<file path="src/rtl/sram_like_pkg.sv">
// Shared constants for the SRAM-like bus arbiter slice.
package sram_like_pkg;

  // Owner IDs recorded in the outstanding-transaction FIFO.
  localparam logic ID_INST = 1'b0;
  localparam logic ID_DATA = 1'b1;

  // Bus field widths.
  localparam int unsigned ADDR_W  = 32;
  localparam int unsigned DATA_W  = 32;
  localparam int unsigned SIZE_W  = 2;
  localparam int unsigned WSTRB_W = 4;

endpackage

</file>
<file path="src/rtl/id_fifo.sv">
// DEPTH x 1-bit synchronous FIFO holding the owner of each outstanding
// transaction. Flags are derived from registered state only.
module id_fifo
  import sram_like_pkg::*;
#(
  parameter int unsigned DEPTH = 2
) (
  input  logic clk,
  input  logic reset,
  input  logic push_i,
  input  logic pop_i,
  input  logic din_i,
  output logic full_o,
  output logic empty_o,
  output logic head_o
);

  localparam int unsigned PW    = $clog2(DEPTH);
  localparam int unsigned CNT_W = PW + 1;

  logic [DEPTH-1:0] mem_q;
  logic [PW-1:0]    rd_ptr_q, rd_ptr_d;
  logic [PW-1:0]    wr_ptr_q, wr_ptr_d;
  logic [CNT_W-1:0] count_q,  count_d;

  assign full_o  = (count_q == CNT_W'(DEPTH));
  assign empty_o = (count_q == '0);
  assign head_o  = mem_q[rd_ptr_q];

  // Next-state for pointers and occupancy; pointers wrap naturally (DEPTH is a power of two).
  always_comb begin
    rd_ptr_d = rd_ptr_q;
    wr_ptr_d = wr_ptr_q;
    count_d  = count_q;
    if (push_i) wr_ptr_d = wr_ptr_q + 1'b1;
    if (pop_i)  rd_ptr_d = rd_ptr_q + 1'b1;
    if (push_i && !pop_i)      count_d = count_q + 1'b1;
    else if (pop_i && !push_i) count_d = count_q - 1'b1;
  end

  // Pointer and count registers with synchronous reset.
  always_ff @(posedge clk) begin
    if (reset) begin
      rd_ptr_q <= '0;
      wr_ptr_q <= '0;
      count_q  <= '0;
    end else begin
      rd_ptr_q <= rd_ptr_d;
      wr_ptr_q <= wr_ptr_d;
      count_q  <= count_d;
    end
  end

  // Entry storage; contents are don't-care until written.
  always_ff @(posedge clk) begin
    if (push_i) mem_q[wr_ptr_q] <= din_i;
  end

endmodule

</file>
<file path="src/rtl/sram_like_arbiter.sv">
// Two-master (instruction/data) to one-slave arbiter for the SRAM-like bus.
// Data master has fixed priority; a presented but unaccepted request is locked
// until its address handshake. Responses are routed in order via id_fifo.
module sram_like_arbiter
  import sram_like_pkg::*;
#(
  parameter int unsigned DEPTH = 2
) (
  input  logic               clk,
  input  logic               reset,

  input  logic               inst_req,
  input  logic               inst_wr,
  input  logic [SIZE_W-1:0]  inst_size,
  input  logic [WSTRB_W-1:0] inst_wstrb,
  input  logic [ADDR_W-1:0]  inst_addr,
  input  logic [DATA_W-1:0]  inst_wdata,
  output logic               inst_addr_ok,
  output logic               inst_data_ok,
  output logic [DATA_W-1:0]  inst_rdata,

  input  logic               data_req,
  input  logic               data_wr,
  input  logic [SIZE_W-1:0]  data_size,
  input  logic [WSTRB_W-1:0] data_wstrb,
  input  logic [ADDR_W-1:0]  data_addr,
  input  logic [DATA_W-1:0]  data_wdata,
  output logic               data_addr_ok,
  output logic               data_data_ok,
  output logic [DATA_W-1:0]  data_rdata,

  output logic               m_req,
  output logic               m_wr,
  output logic [SIZE_W-1:0]  m_size,
  output logic [WSTRB_W-1:0] m_wstrb,
  output logic [ADDR_W-1:0]  m_addr,
  output logic [DATA_W-1:0]  m_wdata,
  input  logic               m_addr_ok,
  input  logic               m_data_ok,
  input  logic [DATA_W-1:0]  m_rdata,

  output logic               err
);

  logic lock_q, lock_d;
  logic lock_sel_q, lock_sel_d;
  logic err_q, err_d;

  logic grant_id;
  logic granted_req;
  logic sel_inst;
  logic full, empty, head;
  logic push, pop;

  // Grant selection: a locked master keeps the port, otherwise D beats I.
  // sel_inst is only true when I is actually granted, so an idle port
  // defaults the payload mux to the data master.
  always_comb begin
    if (lock_q) begin
      grant_id    = lock_sel_q;
      granted_req = (lock_sel_q == ID_DATA) ? data_req : inst_req;
    end else begin
      grant_id    = data_req ? ID_DATA : ID_INST;
      granted_req = data_req | inst_req;
    end
    sel_inst = granted_req & (grant_id == ID_INST);
  end

  assign m_req   = granted_req & ~full;
  assign m_wr    = sel_inst ? inst_wr    : data_wr;
  assign m_size  = sel_inst ? inst_size  : data_size;
  assign m_wstrb = sel_inst ? inst_wstrb : data_wstrb;
  assign m_addr  = sel_inst ? inst_addr  : data_addr;
  assign m_wdata = sel_inst ? inst_wdata : data_wdata;

  assign inst_addr_ok = m_addr_ok & m_req &  sel_inst;
  assign data_addr_ok = m_addr_ok & m_req & ~sel_inst;

  assign push = m_req & m_addr_ok;
  assign pop  = m_data_ok & ~empty;

  assign inst_data_ok = pop & (head == ID_INST);
  assign data_data_ok = pop & (head == ID_DATA);
  assign inst_rdata   = m_rdata;
  assign data_rdata   = m_rdata;
  assign err          = err_q;

  id_fifo #(.DEPTH(DEPTH)) u_id_fifo (
    .clk     (clk),
    .reset   (reset),
    .push_i  (push),
    .pop_i   (pop),
    .din_i   (grant_id),
    .full_o  (full),
    .empty_o (empty),
    .head_o  (head)
  );

  // Lock and sticky-error next state.
  always_comb begin
    lock_d     = lock_q;
    lock_sel_d = lock_sel_q;
    if (m_req && m_addr_ok) begin
      lock_d = 1'b0;
    end else if (m_req && !m_addr_ok) begin
      lock_d     = 1'b1;
      lock_sel_d = grant_id;
    end
    err_d = err_q | (m_data_ok & empty);
  end

  // Lock and error registers with synchronous reset.
  always_ff @(posedge clk) begin
    if (reset) begin
      lock_q     <= 1'b0;
      lock_sel_q <= 1'b0;
      err_q      <= 1'b0;
    end else begin
      lock_q     <= lock_d;
      lock_sel_q <= lock_sel_d;
      err_q      <= err_d;
    end
  end

endmodule
</file>
<file path="config.mk">
export PLATFORM = sky130hd
export DESIGN_NAME = sram_like_arbiter
export DESIGN_NICKNAME = d
export VERILOG_FILES = /design/src/rtl/sram_like_pkg.sv /design/src/rtl/id_fifo.sv /design/src/rtl/sram_like_arbiter.sv
export SDC_FILE = /design/constraint.sdc
export NUM_CORES = 1
export LEC_CHECK = 0
export ABC_AREA = 1
export ABC_CLOCK_PERIOD_IN_PS = 1340
export BUFFER_PORTS_ARGS = -buffer_cell sky130_fd_sc_hd__buf_2
export CORE_AREA = 2 2 125 127
export CTS_CLUSTER_DIAMETER = 50
export DETAILED_ROUTE_END_ITERATION = 8
export DIE_AREA = 0 0 127 129
export PLACE_DENSITY = 0.5
export SYNTH_ARGS = -nofsm -noshare
export SYNTH_HDL_FRONTEND = slang
export SYNTH_SLANG_ARGS = --single-unit
export TNS_END_PERCENT = 5
</file>
<file path="constraint.sdc">
create_clock -name clk -period 1.34 [get_ports clk]
set_input_delay 0.335 -clock clk [delete_from_list [all_inputs] [get_ports clk]]
set_output_delay 0.335 -clock clk [all_outputs]
set_load 0.01 [all_outputs]
</file>
==> impl_metrics.csv <==
group,metric,value,unit
timing,worst_slack,-404,ps
placement,place_ws,-277,ps
timing,finalSetupViolations,77,
cells_and_area,drive_above_1_share,49.1,%
status,status,"finished, violations left",
cells_and_area,layout.nets,707,
logic_synthesis,synth_nets,542,
floorplan,die_y,129,um
worst_setup_path,reg2reg_from,"lock_sel_q",
placement,place_congestion,0.679,
worst_setup_path,ff2ff_path_depth,11,
timing,finalSetupTns,-25940,ps
power,ir_worst_vdd,372,uV
clock_network,cts_made_buffers,3,
grt,grt_max_degree,42,
worst_setup_path,r2r_setup_slack,-50,ps
hold_path,hp-class,"primary input to flop",
drt,vias_per_cell,3.53,
drt,firstDrtPassIters,4,
worst_setup_path,cp.required,1000,ps
power,p_total,2.72,mW
cells_and_area,layout_common_cells,"224 x nand2_1, 224 x buf_2, 16 x inv_1, 10 x buf_4, 8 x nor2_1",
floorplan,start_util,12.7,%
worst_setup_path,critPathCaptureType,"output port",
floorplan,rows,45,
worst_setup_path,cp-start-kind,"flop",
grt,grt_pass1_vias,2209,
clock_network,cts.sinks,9,
cells_and_area,antenna_cells,0,
logic_synthesis,ys_warn_count,0,
logic_synthesis,synth_seq_cells,9,
logic_synthesis,ys_seq_area_share,10.5,%
timing,clock.fmax,573,MHz
clock_network,cts_hold_buf,0,
status,violations,"setup timing",
floorplan,ios,321,
clock_network,clk_latency,230,ps
clock_network,clk_path_buf_depth,2,
worst_setup_path,cp-endpoint,"m_size[1]",
floorplan,dieArea,16400,um^2
cells_and_area,fin_cells,713,
clock_network,post_cts_buffers,0,
timing,slew_headroom,87.0,%
cells_and_area,syn_to_final_growth,53.9,%
grt,overflow,0,
logic_synthesis,synth_area,1900,um^2
power,cellLeakagePower,1.91,nW
timing,min_period,1740,ps
run,drv_cap,0,
worst_setup_path,crit_path_start,"lock_q",
clock_network,htreeDepth,1,
timing,hold_viol,0,
grt,grt_pass1_wl,10.3,mm
drt,drc,0,
placement,post-place-cells,709,
clock_network,cts_root_buf,"clkbuf_16",
drt,wl_per_cell,10.2,um
worst_setup_path,r2r_end,"u_id_fifo.count_q[1]",
timing,worst_pin_slew,193,ps
timing,skew,4.84,ps
placement,numPortBuffers,224,
grt,grt_use_total,7.65,%
drt,routed_wl,7.26,mm
logic_synthesis,avgSynthCellArea,5.26,um^2
timing,min_period_over_period,130,%
clock_network,cts_tree,"built",
floorplan,die_x,127,um
logic_synthesis,ys_types,21,
cells_and_area,post-route-util,19.5,%
logic_synthesis,synthCells,361,
worst_setup_path,worstSetupPathType,"flop to output port",
placement,dpl.hpwl,6.02,mm
drt,dr.first_iter.drc_count,104,
power,p_per_area,932,nW/um^2
worst_setup_path,crit_fanout,41,
worst_setup_path,arrival,1410,ps
grt,antenna_found_initial,0,
timing,rsz0062_at_grt,"true",
floorplan,coreArea,15000,um^2
clock_network,clk_pin_slew,40,ps
drt,postRouteAntennaNets,0,
timing,slew_viol_final,0,
drt,num_vias,2517,
[where the power goes]
part	internal [mW]	switching, mW
sequential	0.362	0.0481
combinational	0.810	0.975
clock	0.398	0.130
total	1.57	1.15
[logic make-up (layout without fill, tap and decap cells)]
group | after synthesis | after routing | share of synthesized area (%)
flops | 9 | 9 | 10.5
compound gates | 10 | 10 | 2.70
buf+inv | 97 | 261 | 35.3
fa+ha+maj | 1 | 1 | 0.659
simple gates | 244 | 244 | 50.8
[worst min path at each step]
stage | start | depth (start not counted) | to
CTS | reset | 2 | lock_q
global route | reset | 2 | lock_q
finish | reset | 2 | lock_q
floorplan | reset | 1 | lock_q
detailed placement | err | 2 | err
global placement | err | 2 | err
[cells in the mapped netlist]
cell | number | area share (%)
a21oi_1 | 4 | 1.1
a31oi_1 | 1 | 0.33
buf_2 | 7 | 1.8
buf_4 | 64 | 25
buf_6 | 7 | 4.2
dfxtp_1 | 7 | 7.4
edfxtp_1 | 2 | 3.2
ha_1 | 1 | 0.66
inv_1 | 18 | 3.6
inv_6 | 1 | 0.46
nand2_1 | 225 | 44
nand2_2 | 3 | 0.99
nand2_4 | 1 | 0.59
nand2_8 | 1 | 1.1
nand3_1 | 2 | 0.53
nand3_2 | 1 | 0.53
nand4_1 | 2 | 0.66
nor2_1 | 8 | 1.6
o21ai_0 | 4 | 1.1
o21ai_1 | 1 | 0.26
or2_2 | 1 | 0.33
[flip-flops by register name, summed over array words and instances (netlist names)]
signal              count
u_id_fifo.mem_q         2
u_id_fifo.wr_ptr_q      1
err                     1
lock_sel_q              1
lock_q                  1
u_id_fifo.count_q       2
u_id_fifo.rd_ptr_q      1
[metrics by stage]
step | hold WS (ps) | area, um^2
after CTS | 278 | 2910
final | 279 | 2920
after global routing | 289 | 2920
after global placement | 451 | 2820
after detailed placement | 455 | 2820
after floorplan | 397 | 1900
[timing repair]
action,in CTS,in global routing
pin swaps,2,1
resized for setup,5,4
setup endpoints to repair,77,78
[critical path: stages (launching register included)]
cell	delay [ps]
dfxtp_2	350
inv_1	50
nand2_2	70
nand2_4	70
nand2_8	90
buf_16	190
nand2_1	80
nand2_1	90
buf_2	140
[per-layer routing]
layer  GRT usage, %  vias to the layer above  share of wire (%)
met5              0                        -                  0
li1               -                     1337                  -
met4           3.43                        0                3.0
met3           1.37                       25                 10
met2           13.3                      147                 47
met1           9.23                     1008                 40
[final cells by class]
class / count / area [um^2]
timing repair buffer: 238 / 1280
tap: 188 / 235
inverter: 19 / 76.3
multi-input combinational: 255 / 1040
sequential: 9 / 204
clock buffer: 4 / 78.8
fill: 1740 / 12100
Note: power is estimated with default switching activity, not from simulation.
